### src/rtl/ps2_pkg.sv
// Shared definitions for the PS/2 key tracker: Set-2 prefix bytes, the list of
// protocol bytes that never form a key event, decoder states and the event record.
package ps2_pkg;

  localparam logic [7:0] PFX_E0 = 8'hE0;
  localparam logic [7:0] PFX_F0 = 8'hF0;

  // Keyboard housekeeping / error replies: abort any prefix, never queued
  localparam int unsigned NUM_DROP = 9;
  localparam logic [7:0] DROP_CODES [NUM_DROP] =
    '{8'h00, 8'hAA, 8'hE1, 8'hEE, 8'hFA, 8'hFC, 8'hFD, 8'hFE, 8'hFF};

  typedef enum logic [1:0] {
    ST_IDLE,
    ST_GOT_E0,
    ST_GOT_F0,
    ST_GOT_E0F0
  } ps2_state_t;

  typedef struct packed {
    logic       brk;
    logic       ext;
    logic [7:0] code;
  } ps2_event_t;

  localparam int unsigned EVT_W = $bits(ps2_event_t);

  function automatic logic is_dropped(input logic [7:0] b);
    logic hit;
    hit = 1'b0;
    for (int unsigned i = 0; i < NUM_DROP; i++)
      if (b == DROP_CODES[i]) hit = 1'b1;
    return hit;
  endfunction

endpackage

### src/rtl/ps2_event_fifo.sv
// First-word fall-through FIFO for decoded key events. Head data is valid
// whenever empty is low; a push while full is accepted only alongside a pop.
module ps2_event_fifo #(
  parameter int unsigned WIDTH = 10,
  parameter int unsigned DEPTH = 8
) (
  input  logic             clk,
  input  logic             rst,
  input  logic             push,
  input  logic [WIDTH-1:0] push_data,
  input  logic             pop,
  output logic [WIDTH-1:0] pop_data,
  output logic             full,
  output logic             empty
);

  localparam int unsigned AW = $clog2(DEPTH);
  localparam int unsigned CW = $clog2(DEPTH + 1);

  logic [WIDTH-1:0] mem [DEPTH];
  logic [AW-1:0]    wr_ptr;
  logic [AW-1:0]    rd_ptr;
  logic [CW-1:0]    count;
  logic             do_push;
  logic             do_pop;

  assign empty    = (count == '0);
  assign full     = (count == CW'(DEPTH));
  assign do_pop   = pop && !empty;
  assign do_push  = push && (!full || do_pop);
  assign pop_data = mem[rd_ptr];

  // Storage write; contents are don't-care while empty so no reset is needed
  always_ff @(posedge clk) begin
    if (do_push) mem[wr_ptr] <= push_data;
  end

  // Pointer and occupancy update; pointers wrap naturally (DEPTH is a power of 2)
  always_ff @(posedge clk or posedge rst) begin
    if (rst) begin
      wr_ptr <= '0;
      rd_ptr <= '0;
      count  <= '0;
    end else begin
      if (do_push) wr_ptr <= wr_ptr + 1'b1;
      if (do_pop)  rd_ptr <= rd_ptr + 1'b1;
      case ({do_push, do_pop})
        2'b10:   count <= count + 1'b1;
        2'b01:   count <= count - 1'b1;
        default: count <= count;
      endcase
    end
  end

endmodule

### src/rtl/ps2_key_tracker.sv
// PS/2 Set-2 key tracker: decodes make/break/E0 sequences from PS2_Controller,
// keeps a table of held keys and queues key events in a FWFT FIFO.
// Build option: define REPEAT_FILTER_EN to suppress queueing of typematic
// repeat makes (keys already held).
module ps2_key_tracker
  import ps2_pkg::*;
#(
  parameter int unsigned NUM_KEYS       = 4,
  parameter int unsigned FIFO_DEPTH     = 8,
  parameter int unsigned TIMEOUT_CYCLES = 50000000
) (
  input  logic                            CLOCK_50,
  input  logic                            reset,
  input  logic [7:0]                      received_data,
  input  logic                            received_data_en,
  input  logic                            evt_ready,
  output logic                            evt_valid,
  output logic [7:0]                      evt_code,
  output logic                            evt_ext,
  output logic                            evt_break,
  output logic [9*NUM_KEYS-1:0]           held_codes,
  output logic [NUM_KEYS-1:0]             held_valid,
  output logic [$clog2(NUM_KEYS+1)-1:0]   held_count,
  output logic [1:0]                      overflow,
  output logic [7:0]                      last_data_received
);

  localparam int unsigned CNT_W   = $clog2(NUM_KEYS + 1);
  localparam int unsigned TO_W    = (TIMEOUT_CYCLES > 1) ? $clog2(TIMEOUT_CYCLES) : 1;
  localparam logic [TO_W-1:0] TO_LAST = TO_W'(TIMEOUT_CYCLES - 1);

  ps2_state_t       state;
  logic [TO_W-1:0]  to_cnt;
  ps2_event_t       dec_evt;
  logic             dec_push;
  logic [8:0]       dec_key;
  logic [8:0]       slot_key [NUM_KEYS];
  logic [NUM_KEYS-1:0] hit_vec;
  logic [NUM_KEYS-1:0] free_oh;
  logic             found_free;
  logic             fifo_push;
  logic             fifo_full;
  logic             fifo_empty;
  logic             fifo_drop;
  logic [EVT_W-1:0] head_raw;
  ps2_event_t       head;

  // Decode the strobed byte against the current prefix state into an event
  always_comb begin
    dec_push     = 1'b0;
    dec_evt      = '0;
    dec_evt.code = received_data;
    if (received_data_en && !is_dropped(received_data) &&
        received_data != PFX_E0 && received_data != PFX_F0) begin
      dec_push = 1'b1;
      unique case (state)
        ST_IDLE:     dec_evt.ext = 1'b0;
        ST_GOT_E0:   dec_evt.ext = 1'b1;
        ST_GOT_F0:   dec_evt.brk = 1'b1;
        ST_GOT_E0F0: begin dec_evt.brk = 1'b1; dec_evt.ext = 1'b1; end
      endcase
    end
  end

  assign dec_key = {dec_evt.ext, dec_evt.code};

  // Prefix FSM with stale-prefix timeout; the counter only runs outside IDLE
  always_ff @(posedge CLOCK_50 or posedge reset) begin
    if (reset) begin
      state  <= ST_IDLE;
      to_cnt <= '0;
    end else if (received_data_en) begin
      to_cnt <= '0;
      if (is_dropped(received_data)) begin
        state <= ST_IDLE;
      end else begin
        unique case (state)
          ST_IDLE:
            if (received_data == PFX_E0)      state <= ST_GOT_E0;
            else if (received_data == PFX_F0) state <= ST_GOT_F0;
            else                              state <= ST_IDLE;
          ST_GOT_E0:
            if (received_data == PFX_F0)      state <= ST_GOT_E0F0;
            else if (received_data == PFX_E0) state <= ST_GOT_E0;
            else                              state <= ST_IDLE;
          ST_GOT_F0, ST_GOT_E0F0:             state <= ST_IDLE;
        endcase
      end
    end else if (state != ST_IDLE) begin
      if (to_cnt == TO_LAST) begin
        state  <= ST_IDLE;
        to_cnt <= '0;
      end else begin
        to_cnt <= to_cnt + 1'b1;
      end
    end else begin
      to_cnt <= '0;
    end
  end

  // Look up the decoded key in the table and find the lowest free slot
  always_comb begin
    hit_vec    = '0;
    free_oh    = '0;
    found_free = 1'b0;
    for (int unsigned i = 0; i < NUM_KEYS; i++) begin
      if (held_valid[i] && slot_key[i] == dec_key) hit_vec[i] = 1'b1;
      if (!held_valid[i] && !found_free) begin
        free_oh[i] = 1'b1;
        found_free = 1'b1;
      end
    end
  end

`ifdef REPEAT_FILTER_EN
  assign fifo_push = dec_push && !(!dec_evt.brk && (|hit_vec));
`else
  assign fifo_push = dec_push;
`endif

  assign fifo_drop = fifo_push && fifo_full && !(evt_ready && !fifo_empty);

  // Held-key table and sticky overflow flags
  always_ff @(posedge CLOCK_50 or posedge reset) begin
    if (reset) begin
      held_valid <= '0;
      overflow   <= '0;
      for (int unsigned i = 0; i < NUM_KEYS; i++) slot_key[i] <= '0;
    end else begin
      if (fifo_drop) overflow[0] <= 1'b1;
      if (dec_push && !dec_evt.brk && !(|hit_vec) && !found_free) overflow[1] <= 1'b1;
      for (int unsigned i = 0; i < NUM_KEYS; i++) begin
        if (dec_push && !dec_evt.brk && !(|hit_vec) && free_oh[i]) begin
          held_valid[i] <= 1'b1;
          slot_key[i]   <= dec_key;
        end else if (dec_push && dec_evt.brk && hit_vec[i]) begin
          held_valid[i] <= 1'b0;
          slot_key[i]   <= '0;
        end
      end
    end
  end

  // Raw byte capture, including prefixes and dropped bytes
  always_ff @(posedge CLOCK_50 or posedge reset) begin
    if (reset) last_data_received <= 8'h00;
    else if (received_data_en) last_data_received <= received_data;
  end

  // Flatten the table and count occupied slots
  always_comb begin
    held_codes = '0;
    held_count = '0;
    for (int unsigned i = 0; i < NUM_KEYS; i++) begin
      held_codes[9*i +: 9] = slot_key[i];
      held_count = held_count + CNT_W'(held_valid[i]);
    end
  end

  ps2_event_fifo #(
    .WIDTH (EVT_W),
    .DEPTH (FIFO_DEPTH)
  ) u_fifo (
    .clk       (CLOCK_50),
    .rst       (reset),
    .push      (fifo_push),
    .push_data (dec_evt),
    .pop       (evt_ready),
    .pop_data  (head_raw),
    .full      (fifo_full),
    .empty     (fifo_empty)
  );

  assign head      = ps2_event_t'(head_raw);
  assign evt_valid = !fifo_empty;
  assign evt_code  = evt_valid ? head.code : 8'h00;
  assign evt_ext   = evt_valid && head.ext;
  assign evt_break = evt_valid && head.brk;

endmodule

### config.mk
export PLATFORM = sky130hd
export DESIGN_NAME = ps2_key_tracker
export DESIGN_NICKNAME = d
export VERILOG_FILES = /design/src/rtl/ps2_pkg.sv /design/src/rtl/ps2_event_fifo.sv /design/src/rtl/ps2_key_tracker.sv
export SDC_FILE = /design/constraint.sdc
export NUM_CORES = 1
export LEC_CHECK = 0
export ABC_AREA = 1
export CORE_MARGIN = 1.5
export CORE_UTILIZATION = 60
export CTS_BUF_LIST = sky130_fd_sc_hd__clkbuf_4
export CTS_CLUSTER_SIZE = 12
export DETAILED_ROUTE_END_ITERATION = 10
export PLACE_DENSITY = 0.86
export SLEW_MARGIN = 5
export SYNTH_ARGS = -nofsm -noshare
export SYNTH_HDL_FRONTEND = slang
export SYNTH_SLANG_ARGS = --single-unit
### constraint.sdc
create_clock -name CLOCK_50 -period 3.35 [get_ports CLOCK_50]
set_input_delay 0.8375 -clock CLOCK_50 [delete_from_list [all_inputs] [get_ports CLOCK_50]]
set_output_delay 0.8375 -clock CLOCK_50 [all_outputs]
set_load 0.005 [all_outputs]
Word-level counts from Yosys, hierarchy flattened
Memories as Yosys holds them, arrays and structs flattened.
Index checks and enable logic that the tools add are counted.
{"block": "word_totals", "regBits": 88, "mem_bits_rw": 80, "in_bits": 12, "output_inout_bits": 64, "wordCells": 161, "mem_count": 1}
{"block": "classes", "addsub": 8, "n_eq_ne": 23, "n_mux": 57, "n_reduce_logical": 56}
{"name": "u_fifo.mem", "words": 8, "width": 10, "rd": 1, "rd_ports_with_merged_regs": 0, "wr": 1, "line_no": "ps2_event_fifo.sv:20", "source": "logic [WIDTH-1:0] mem [DEPTH];"}
{"op": "$eq A8 B8 Y1 const B", "count": 10}
{"op": "$mux W26", "count": 3}
{"op": "$mux W9", "count": 8}
{"op": "$eq A9 B9 Y1", "count": 4}
{"op": "$mux W1", "count": 35}
{"op": "$logic_and A1 B1 Y1", "count": 28}
{"op": "$add A26 B1 Y26 const B", "count": 1}
{"op": "$eq A26 B26 Y1 const B", "count": 1}
{"op": "$mux W2", "count": 8}
{"op": "$ne A8 B8 Y1 const B", "count": 2}
{"op": "$reduce_bool A2 Y1", "count": 8}
{"op": "$logic_not A1 Y1", "count": 12}
{"op": "$logic_not A8 Y1", "count": 1}
{"op": "$mux W8", "count": 1}
{"op": "$pmux W4 S2", "count": 1}
{"op": "$add A3 B1 Y3 const B", "count": 2}
{"op": "$eq A2 B2 Y1 const B", "count": 3}
{"op": "$pmux W2 S3", "count": 1}
{"op": "$add A4 B1 Y4 const B", "count": 1}
{"op": "$eq A2 B1 Y1 const B", "count": 2}
{"op": "$eq A4 B4 Y1 const B", "count": 1}
{"op": "$logic_not A4 Y1", "count": 1}
{"op": "$reduce_or A2 Y1", "count": 2}
{"op": "$reduce_or A4 Y1", "count": 1}
{"op": "other kinds (7)", "count": 7}

Depth between registers and ports, before layout
Gate-level depths: netlist of run 1.
{"block": "logic_depth", "ltp_word": 23, "ltp_mapped": 18, "depth_no_buf": 17}

Cells and area by module
A second synthesis of run 1 with hierarchy kept.
{"block": "hier_totals", "hier_cells": 916, "hier_area_um2": 8498.2}
{"module": "ps2_key_tracker", "instances": 1, "cells_per_inst": 616, "area_per_inst_um2": 4675.7, "seq_area_each_um2": 1951.9}
{"module": "ps2_event_fifo", "instances": 1, "cells_per_inst": 300, "area_per_inst_um2": 3822.4, "seq_area_each_um2": 2652.5}

Worst setup path before layout of run 1
No wires, ideal clock.
{"block": "synth_timing", "kind": "input -> register", "from": "input received_data[4]", "to": "memory u_fifo.mem[4][0], enable pin", "setup_time_ns": 0.376, "arrival_ns": 2.594, "t_required_ns": 2.974, "setup_slack_ns": 0.379, "cell_stages": 12, "path_buffers": 1, "path_cell_list": "buf_4 -> inv_2 -> nand2_1 -> nor2_1 -> nand2_1 -> nand2_1 -> nor2_4 -> nand2_1 -> nor2_1 -> inv_1 -> or2_1 -> nor2_1"}
{"block": "synth_between", "elab_chain_len": 18, "word_cells_on_any_way": 28, "classes_between": "eq/ne (10); mux (12); reduce/logical (6)"}
{"element": "from (decl)", "line_no": "ps2_key_tracker.sv:14", "source": "input logic [7:0] received_data,"}
{"element": "$logic_not A8 Y1", "line_no": "ps2_pkg.sv:32", "source": "if (b == DROP_CODES[i]) hit = 1'b1;"}
{"element": "$mux W1 (9 in a row)", "line_no": "ps2_pkg.sv:32"}
{"element": "$logic_not A1 Y1", "line_no": "ps2_key_tracker.sv:53", "source": "if (received_data_en && !is_dropped(received_data) &&"}
{"element": "$logic_and A1 B1 Y1 (2 in a row)", "line_no": "ps2_key_tracker.sv:53"}
{"element": "$logic_and A1 B1 Y1 (*)", "line_no": "ps2_key_tracker.sv:54", "source": "received_data != PFX_E0 && received_data != PFX_F0) begin"}
{"element": "$mux W1 (*)", "line_no": "ps2_key_tracker.sv:53"}
{"element": "$logic_and A1 B1 Y1 (*)", "line_no": "ps2_event_fifo.sv:30", "source": "assign do_push = push && (!full || do_pop);"}
{"element": "$mux W1 (*)", "line_no": "ps2_event_fifo.sv:35", "source": "if (do_push) mem[wr_ptr] <= push_data;"}
{"element": "$mux W1 (implied by the code) (*)", "line_no": "ps2_event_fifo.sv:35"}
{"element": "to (decl)", "line_no": "ps2_event_fifo.sv:20"}
Every way passes the cells marked *; elsewhere a longest branch is shown, timed or not.

Worst setup path in the final report of run 1
{"block": "layout_timing", "from": "register held_valid[0]", "to": "output held_count[0]"}
{"block": "layout_between", "elab_chain_len": 3}
{"element": "from (decl)", "line_no": "ps2_key_tracker.sv:22", "source": "output logic [NUM_KEYS-1:0] held_valid,"}
{"element": "from (signal assigned)", "line_no": "ps2_key_tracker.sv:126", "source": "held_valid <= '0;"}
{"element": "from (signal, indexed assignment)", "line_no": "ps2_key_tracker.sv:134", "source": "held_valid[i] <= 1'b1;"}
{"element": "from (signal, indexed assignment)", "line_no": "ps2_key_tracker.sv:137", "source": "held_valid[i] <= 1'b0;"}
{"element": "$add A1 B1 Y2", "line_no": "ps2_key_tracker.sv:156", "source": "held_count = held_count + CNT_W'(held_valid[i]);"}
{"element": "$add A2 B1 Y3", "line_no": "ps2_key_tracker.sv:156"}
{"element": "$add A3 B1 Y3", "line_no": "ps2_key_tracker.sv:156"}
{"element": "to (decl)", "line_no": "ps2_key_tracker.sv:23", "source": "output logic [$clog2(NUM_KEYS+1)-1:0] held_count,"}
No other way between the ends.

==> flow_metrics.env, run 1 <==
export IMPL_core_area_mm2=0.0132
export IMPL_cp_required_ns=2.51
export IMPL_synth_top_flop_cell="dfrtp_1"
export IMPL_cts_htree_levels=4
export IMPL_area_growth_syn_to_layout_pct=20.4
export IMPL_slew_headroom_pct=47.3
export IMPL_most_common_layout_cells="nand2_1 (143), nor2_1 (140), dfrtp_1 (87)"
export IMPL_cts_path_max_buffers=2
export IMPL_clock_latency_ns=0.59
export IMPL_hold_path_class="flip-flop to flip-flop"
export IMPL_r2r_end="to_cnt[25]"
export IMPL_crit_cells=5
export IMPL_rsz0062_at_grt="false"
export IMPL_worst_pin_slew_ns=0.789
export IMPL_p_leak_nw=4.01
export IMPL_antenna_cells=0
export IMPL_finalWorstSetupSlack_ns=0.104
export IMPL_path_buf_inv=3
export IMPL_crit_family="adder cells"
export IMPL_synth_top_area_share_pct=29.7
export IMPL_hpwlAfterDp_um=13500
export IMPL_final_max_slew_viol_count=0
export IMPL_final_nets=1012
export IMPL_fin_util_pct=73.9
export IMPL_endpoint_kind="primary output"
export IMPL_initial_core_util_pct=61.4
export IMPL_fp_dieArea_mm2=0.0142
export IMPL_start_kind="flip-flop"
export IMPL_pwr_density_cell_mw_per_mm2=701
export IMPL_fmax_mhz=308
export IMPL_clkTransAtPathRegs_ns=0.13
export IMPL_syn_area_per_cell_um2=9.36
export IMPL_grt_pass1_wl_um=32100
export IMPL_synth_seq_cells=168
export IMPL_antenna_found_initial=0
export IMPL_portBuffers=75
export IMPL_path_max_fanout=2
export IMPL_drt_pass1_iterations=5
export IMPL_cts_made_buffers=17
export IMPL_async_reset_ff_share_pct=52.4
export IMPL_synth_nets=888
export IMPL_ys_seq_area_share_pct=56.9
export IMPL_hold_viol_final=0
export IMPL_cap_violations=0
export IMPL_reg2reg_from="to_cnt[0]"
export IMPL_gr_total_overflow=0
export IMPL_r2r_slack_ns=1.07
export IMPL_ir_drop_mv=0.468
export IMPL_cts_sinks=168
export IMPL_status="completed"
export IMPL_drc=0
export IMPL_final_common_cell="nand2_1"
export IMPL_crit_arrival_ns=2.41
export IMPL_crit_slowest_cell="fa_1"
export IMPL_routedWlPerCell_um=16.8
export IMPL_path_class="flip-flop to primary output"
export IMPL_vias=6802
export IMPL_critPathCapture="held_count[0]"
export IMPL_ant_nets=0
export IMPL_synth_top_area_cell="edfxtp_1"
export IMPL_ys_warnings_count=0
export IMPL_setup_viol=0
export IMPL_ys_types=43
export IMPL_die_h_um=119
export IMPL_fin_skew_ns=0.0136
export IMPL_num_rows=42
export IMPL_drt_wl_total_um=19800
export IMPL_critPathMaxStageDelay_ns=0.54
export IMPL_synth_edf_count=80
export IMPL_die_w_um=119
export IMPL_fin_crit_sh_pct=96.9
export IMPL_grt_max_degree=50
export IMPL_worstSetupStartpoint="held_valid[0]"
export IMPL_synth_area_mm2=0.00810
export IMPL_ios=76
export IMPL_ys_top_cells_by_area="edfxtp_1 (30%), dfrtp_1 (27%), nand2_1 (6.6%)"
export IMPL_track_usage_pct=29.1
export IMPL_synth_cells=865
export IMPL_p_total_mw=6.84
export IMPL_path_cells="inv_2, fa_1, inv_1, ha_1, clkdlybuf4s50_1"
export IMPL_period_needed_ns=3.25
export IMPL_grt_pass1_vias=6409
export IMPL_place_congestion=0.891
export IMPL_pre_cts_slack_ns=-0.187
export IMPL_drtIter0Drc=619
export IMPL_root_buffer="clkbuf_4"
export IMPL_drive_above_1_share_pct=12.7
export IMPL_reg2reg_depth=11
export IMPL_cts_tree="done"
export IMPL_viasPerCell=5.78
==> through the flow <==
stage / setup TNS, ns / hold WS (ns) / cell area, µm² / cells
2_1_floorplan: 0 / 0.433 / 8100 / 865
3_3_place_gp: -0.0230 / 0.454 / 9360 / 1139
3_5_place_dp: -0.825 / 0.463 / 9360 / 1139
4_1_cts: 0 / 0.481 / 9690 / 1174
5_1_grt: 0 / 0.508 / 9750 / 1177
6_report: 0 / 0.480 / 9750 / 1177
==> cell type report <==
cell class	count	area, µm²
sequential	168	4610
fill	914	3440
multi-input combinational	591	3040
timing repair buffer	142	1320
inverter	69	277
tap	176	220
clock inverter	14	158
clock buffer	17	128
==> what timing repair did <==
action                     CTS  global route
setup buffers                4             3
hold buffers                 0             0
hold endpoints to repair     0             0
setup endpoints to repair   11            11
pin swaps                    0             0
gates resized for setup      5            13
==> logic make-up (layout without fill, tap and decap cells) <==
group | after synthesis | count (layout) | share of synthesized area (%)
and+or+nand+nor | 432 | 432 | 24.5
buffers and inverters | 106 | 242 | 5.66
xor gates and xnor gates | 27 | 27 | 2.92
DFF | 168 | 168 | 56.9
adders and majority gates | 11 | 11 | 1.89
AOI/OAI and AO/OA | 121 | 121 | 8.18
==> how the worst min path moves through the flow <==
stage          cells past startpoint   endpoint       from
6_report                           1  to_cnt[0]  to_cnt[0]
5_1_grt                            1  to_cnt[0]  to_cnt[0]
4_1_cts                            1  to_cnt[0]  to_cnt[0]
3_5_place_dp                       1  to_cnt[0]  to_cnt[0]
3_3_place_gp                       1  to_cnt[0]  to_cnt[0]
2_1_floorplan                      1  to_cnt[0]  to_cnt[0]
==> report_power, final <==
group          internal (mW)  total (mW)  switching, mW
combinational           1.36        2.74           1.38
sequential              2.56        2.90          0.345
clock                  0.501        1.20          0.699
total                   4.42        6.84           2.42
==> metal layers <==
metal / global-route usage [%] / wire, µm / vias to the layer above
li1: - / - / 3204
met1: 39.9 / 8080 / 3184
met2: 47.0 / 9460 / 352
met3: 5.08 / 1720 / 62
met4: 11.1 / 534 / 0
met5: 0 / 0 / -
==> flip-flops by register name (all words and copies together), names as in the netlist <==
register / count
u_fifo.mem: 80
u_fifo.wr_ptr: 3
held_codes: 36
last_data_received: 8
to_cnt: 26
held_valid: 4
overflow: 2
state: 2
u_fifo.count: 4
u_fifo.rd_ptr: 3
==> cells in the mapped netlist, drive strengths merged, types with 9 or more instances <==
library cell	number
o21ai	78
clkbuf	20
nand3	63
inv	69
nand2	144
nor3	25
xor2	14
a31oi	13
o22ai	12
edfxtp	80
buf	17
nor2	146
nand4	46
xnor2	13
a21oi	10
dfrtp	88
ha	9
No activity file was read; power rests on OpenSTA's default activity.
==> run 2, diff against run 1 <==
--- a/config.mk
+++ b/config.mk
@@ -6,11 +6,13 @@
 export NUM_CORES = 1
 export LEC_CHECK = 0
 export ABC_AREA = 1
+export CAP_MARGIN = 20
 export CORE_MARGIN = 1.5
 export CORE_UTILIZATION = 60
 export CTS_BUF_LIST = sky130_fd_sc_hd__clkbuf_4
 export CTS_CLUSTER_SIZE = 12
 export DETAILED_ROUTE_END_ITERATION = 10
+export HOLD_SLACK_MARGIN = 0.02
 export PLACE_DENSITY = 0.86
 export SLEW_MARGIN = 5
 export SYNTH_ARGS = -nofsm -noshare
==> results of run 2 <==
Same layout as run 1: the final DEF is identical, and so are final timing and power.
